**src/rtl/rx232_resp.sv**
```systemverilog
// rx232_resp: serial command responder.
// Collects a 4-byte command frame (SYNC_RX, cmd, arg, xor) from rx232_pd,
// validates it, and answers through tx232 with a 4-byte response frame
// (SYNC_TX, cmd, status, xor), one byte per tstart, GAP txck ticks apart.
module rx232_resp #(
   parameter logic [7:0] SYNC_RX = 8'hA5,
   parameter logic [7:0] SYNC_TX = 8'h5A,
   parameter int         GAP     = 11,
   parameter int         TMO     = 32
) (
   input  logic       clk,
   input  logic       rst,
   input  logic       txck,
   input  logic       rxen,
   input  logic       rnpd,
   input  logic [7:0] rxpd,
   output logic       tstart,
   output logic [7:0] txpd,
   output logic       busy,
   output logic       frm_ok,
   output logic       frm_err,
   output logic [7:0] rcmd,
   output logic [7:0] rarg
);

   localparam int GW = $clog2(GAP + 1);
   localparam int TW = $clog2(TMO + 1);

   localparam logic [1:0] S_HUNT    = 2'd0;
   localparam logic [1:0] S_COLLECT = 2'd1;
   localparam logic [1:0] S_CHECK   = 2'd2;
   localparam logic [1:0] S_RESP    = 2'd3;

   logic [1:0]    state;
   logic [1:0]    idx;
   logic [TW-1:0] tmo_cnt;
   logic [TW-1:0] tmo_nxt;
   logic [GW-1:0] gap_cnt;
   logic          last_gap;
   logic [7:0]    fb [0:3];
   logic          sum_ok;
   logic [7:0]    rsp_cmd;
   logic [7:0]    rsp_stat;
   logic [1:0]    tx_sel;
   logic [1:0]    fire_sel;
   logic          sent;
   logic          tx_live;
   logic          fire;

   // Byte sel of the response frame; the last byte is the running xor.
   function automatic logic [7:0] resp_byte(input logic [1:0] sel,
                                            input logic [7:0] c,
                                            input logic [7:0] s);
      logic [7:0] r;
      case (sel)
         2'd0:    r = SYNC_TX;
         2'd1:    r = c;
         2'd2:    r = s;
         default: r = SYNC_TX ^ c ^ s;
      endcase
      return r;
   endfunction

   // Transmit handshake and status decode; tstart coincides with the txck tick.
   always_comb begin
      last_gap = (gap_cnt == GW'(GAP - 1));
      fire     = (state == S_RESP) && txck &&
                 (!sent || (last_gap && (tx_sel != 2'd3)));
      fire_sel = sent ? (tx_sel + 2'd1) : 2'd0;
      tstart   = fire;
      // The byte for a new tstart must be on txpd in that same cycle.
      txpd     = tx_live ? resp_byte(fire ? fire_sel : tx_sel, rsp_cmd, rsp_stat)
                         : 8'h00;
      busy     = (state == S_CHECK) || (state == S_RESP);
      // Inter-byte timer: an rxen clears it, a txck in the same cycle still counts.
      tmo_nxt  = (rxen ? '0 : tmo_cnt) + TW'(txck);
      sum_ok   = ((fb[0] ^ fb[1] ^ fb[2]) == fb[3]);
   end

   // Frame state machine, counters and the latched command outputs.
   always_ff @(posedge clk) begin
      if (rst) begin
         state   <= S_HUNT;
         idx     <= 2'd0;
         tmo_cnt <= '0;
         gap_cnt <= '0;
         tx_sel  <= 2'd0;
         sent    <= 1'b0;
         tx_live <= 1'b0;
         frm_ok  <= 1'b0;
         frm_err <= 1'b0;
         rcmd    <= 8'h00;
         rarg    <= 8'h00;
      end else begin
         frm_ok  <= 1'b0;
         frm_err <= 1'b0;
         case (state)
            S_HUNT: begin
               if (rxen && !rnpd && (rxpd == SYNC_RX)) begin
                  state   <= S_COLLECT;
                  idx     <= 2'd1;
                  tmo_cnt <= TW'(txck);
               end
            end
            S_COLLECT: begin
               if (rxen) begin
                  tmo_cnt <= tmo_nxt;
                  if (rnpd) begin
                     // Framing error answers at once, without the rest of the frame.
                     state   <= S_RESP;
                     frm_err <= 1'b1;
                     idx     <= 2'd0;
                     tmo_cnt <= '0;
                     tx_sel  <= 2'd0;
                     sent    <= 1'b0;
                     gap_cnt <= '0;
                     tx_live <= 1'b1;
                  end else if (idx == 2'd3) begin
                     state   <= S_CHECK;
                     idx     <= 2'd0;
                     tmo_cnt <= '0;
                  end else begin
                     idx <= idx + 2'd1;
                  end
               end else if (tmo_nxt == TW'(TMO)) begin
                  // Sender went quiet mid-frame: drop it without answering.
                  state   <= S_HUNT;
                  idx     <= 2'd0;
                  tmo_cnt <= '0;
               end else begin
                  tmo_cnt <= tmo_nxt;
               end
            end
            S_CHECK: begin
               frm_ok  <= sum_ok;
               frm_err <= !sum_ok;
               if (sum_ok) begin
                  rcmd <= fb[1];
                  rarg <= fb[2];
               end
               state   <= S_RESP;
               tx_sel  <= 2'd0;
               sent    <= 1'b0;
               gap_cnt <= '0;
               tx_live <= 1'b1;
            end
            S_RESP: begin
               if (txck) begin
                  if (!sent) begin
                     sent    <= 1'b1;
                     gap_cnt <= '0;
                  end else if (last_gap) begin
                     gap_cnt <= '0;
                     if (tx_sel == 2'd3) begin
                        // Guard time after R3 has run out; tx_sel stays so txpd holds R3.
                        state <= S_HUNT;
                        sent  <= 1'b0;
                     end else begin
                        tx_sel <= tx_sel + 2'd1;
                     end
                  end else begin
                     gap_cnt <= gap_cnt + GW'(1);
                  end
               end
            end
            default: state <= S_HUNT;
         endcase
      end
   end

   // Frame byte store and response contents (data only, no reset needed).
   always_ff @(posedge clk) begin
      if (rxen && (state == S_HUNT))
         fb[0] <= rxpd;
      if (rxen && (state == S_COLLECT))
         fb[idx] <= rxpd;
      if (rxen && rnpd && (state == S_COLLECT)) begin
         rsp_cmd  <= 8'h00;
         rsp_stat <= 8'h02;
      end else if (state == S_CHECK) begin
         rsp_cmd  <= fb[1];
         rsp_stat <= sum_ok ? 8'h00 : 8'h01;
      end
   end

endmodule

```
**config.mk**
```make
export PLATFORM = sky130hd
export DESIGN_NAME = rx232_resp
export DESIGN_NICKNAME = d
export VERILOG_FILES = /design/src/rtl/rx232_resp.sv
export SDC_FILE = /design/constraint.sdc
export NUM_CORES = 1
export LEC_CHECK = 0
export ABC_CLOCK_PERIOD_IN_PS = 4700
export CAP_MARGIN = 40
export CORE_ASPECT_RATIO = 2
export CORE_MARGIN = 10
export CORE_UTILIZATION = 62
export CTS_CLUSTER_DIAMETER = 80
export DETAILED_ROUTE_END_ITERATION = 10
export DONT_BUFFER_PORTS = 1
export PLACE_DENSITY_LB_ADDON = 0.1
export SLEW_MARGIN = 10
export SYNTH_ARGS = -nofsm -noshare
export SYNTH_HDL_FRONTEND = slang
export SYNTH_SLANG_ARGS = --single-unit
export TNS_END_PERCENT = 50
```
**constraint.sdc**
```tcl
create_clock -name clk -period 4.7 [get_ports clk]
set_input_delay 0.235 -clock clk [delete_from_list [all_inputs] [get_ports clk]]
set_output_delay 0.235 -clock clk [all_outputs]
set_load 0.1 [all_outputs]
```
==> out/qor.csv <==
stage,metric,value,unit
global_route,grt_pass1_wl,14700,um
placed_design,dp_hpwl,6450,um
detailed_routing,vias,2790,
synthesis,postSynthAreaPerCell,10.5,um2
status,status,"finished, final reports clean",
layout,syn_to_final_growth,23.3,%
global_route,grt_pass1_vias,2788,
synthesis,yosys_warnings,0,
setup_path,start_kind,flip-flop,
timing,finClkSkew,0.00625,ns
timing,finalCritPeriodShare,0.594,
power,p_leak,0.00167,uW
setup_path,worst-path-max-fanout,10,
clocking,cts_max_level,3,
placed_design,routabilityCongestion,0.901,
synthesis,synthArstFlopShare,0,
layout,multi_input_area,0.00172,mm2
timing,fin_tns_setup,0,ns
timing,maxSlewViolCount,0,
detailed_routing,first_pass_iters,4,
timing,grt_setup_unrepaired,no,
setup_path,critical_path_class,flip-flop to primary output,
detailed_routing,drtAntennaViolNets,0,
synthesis,ys_types,58,
global_route,antenna_found_initial,0,
floorplan,io_pins,41,
detailed_routing,drt_iter0_drc,247,
timing,finalSetupViolCount,0,
detailed_routing,drcViolationCount,0,
timing,timing.slew.headroom,0.439,
flow_run,maxCapViolations,0,
synthesis,syn_area,0.00370,mm2
floorplan,dieWidth,74.7,um
floorplan,fp-row-count,39,
power,vdd_drop_max,0.000276,V
floorplan,initial_utilization,0.643,
floorplan,dieArea,0.00966,mm2
layout,ff_latch_area,0.00188,mm2
detailed_routing,via_per_inst,6.15,
clocking,path_clk_slew,0.06,ns
synthesis,synth_area_leaders,"edfxtp_1, dfxtp_1, mux2i_1",
layout,final_common_cell,nand2_1,
timing,fin_crit,2.79,ns
timing,max_freq,358,MHz
clocking,cts.sinks,78,
clocking,cts_tree,done,
placed_design,io_buffers,0,
layout,nFillCells,365,
synthesis,synth.top_cell.area_share,0.259,
global_route,grt_overflow_total,0,
worst_hold_path,hp-class,primary input to flip-flop,
global_route,grt_max_degree,33,
clocking,insertion_delay,0.34,ns
timing,hold_viol_final,0,
detailed_routing,totalWireLength,9500,um
clocking,cts_buffer_depth,2,
floorplan,coreArea,0.00576,mm2
setup_path,arrival,2.56,ns
setup_path,endpoint_kind,primary output,
timing,worst_pin_slew,0.840,ns
synthesis,ys_seq_area_frac,0.508,
global_route,track_usage,0.205,
setup_path,critPathRequiredTime,4.47,ns
layout,fin_util,0.793,
synthesis,synth_flop_cell,dfxtp_1,
synthesis,syn_inst,352,
synthesis,synth_edf_count,32,
synthesis,synth_top_cell_by_area,edfxtp_1,
layout,drive_gt1_frac,0.155,
detailed_routing,post_drt_wl_per_cell,20.9,um
power,power-per-cell-area,339,mW/mm2
layout,nets,412,
synthesis,yosys_register_bits,78,
synthesis,synthesis.nets,376,
clocking,cts_buffers,9,
floorplan,die_h,129,um
clocking,cts-root-buf,clkbuf_16,
layout,final_cell_mix,"nand2_1, dfxtp_1, edfxtp_1",
layout,diodes,0,
[through the flow]
| stage | instance area [um2] | instances | power (uW) | worst slack (ns) | hold WS (ns) |
|---|---|---|---|---|---|
| 2_1_floorplan | 3700 | 352 | 845 | 0.999 | 0.334 |
| 3_3_place_gp | 3800 | 407 | 864 | 1.85 | 0.307 |
| 3_5_place_dp | 4190 | 429 | 867 | 2.27 | 0.309 |
| 4_1_cts | 4570 | 454 | 1550 | 1.90 | 0.0920 |
| 5_1_grt | 4570 | 454 | 1590 | 1.73 | 0.107 |
| 6_report | 4570 | 454 | 1550 | 1.91 | 0.0940 |
[registers in the layout, indices dropped and copies added, names as in the netlist, named ones only]
name and flops:
fb 32, frm_err 1, frm_ok 1, gap_cnt 4, idx 2, rarg 8, rcmd 8, rsp_cmd 8
rsp_stat 2, sent 1, state 1, tmo_cnt 6, tx_live 1, tx_sel 2
[per-layer routing]
metal | wire [um] | track usage
met1 | 3360 | 0.195
met3 | 342 | 0.0306
met5 | 0 | 0
met4 | 315 | 0.112
met2 | 5480 | 0.394
[critical path: stages, from the launching register on]
cell and delay (ns):
dfxtp_1 0.43, ha_1 0.42, nand4b_1 0.15, o2bb2ai_1 0.21, a22oi_2 0.17, or3_1 0.39
a21oi_2 0.16, buf_4 0.30
[cell usage after synthesis (4+ instances only)]
cell,n
nor2_1,27
edfxtp_1,32
mux2i_1,30
ha_1,11
clkbuf_1,6
inv_1,15
a21oi_1,12
xnor2_1,21
nand3_1,9
nand4_1,6
and3_1,6
nor3_1,4
nand2_1,48
dfxtp_1,46
xor2_1,8
o21ai_0,9
or3_1,4
[layout make-up]
| cell class | count | share of cell area |
|---|---|---|
| sequential | 78 | 0.412 |
| clock buffer | 10 | 0.0501 |
| tap | 61 | 0.0167 |
| timing repair buffer | 38 | 0.118 |
| inverter | 16 | 0.0132 |
| multi-input combinational | 245 | 0.376 |
| clock inverter | 6 | 0.0137 |
[final timing paths]
kind	start	end	slack, ns	cells past startpoint
setup / recovery	state[0]	txpd[4]	1.91	7
hold / removal	rst	idx[1]	0.09	2
setup reg to reg	flip-flop	fb[0][6]	2.33	6
hold reg to reg	rcmd[6]	rcmd[6]	0.48	2
[timing repair]
action                    in CTS  in global routing
hold buffers                   9                  0
setup buffers                  0                  0
gates resized for setup        0                  0
hold endpoints to repair      42                  0
[report_power, final]
group	switching (uW)	internal, uW
clock network	273	409
registers	24.5	743
logic	61.1	39.6
[cell families after synthesis]
kind of cell,after synthesis,share of synthesized area
buffers and inverters,29,0.0355
AO/OA/AOI/OAI,49,0.0966
AND/OR/NAND/NOR,124,0.165
multiplexers,31,0.0848
XOR/XNOR,30,0.0730
flip-flops,78,0.508
adder cells (fa/ha/maj),11,0.0371
No activity file was read; power rests on OpenSTA's default activity.
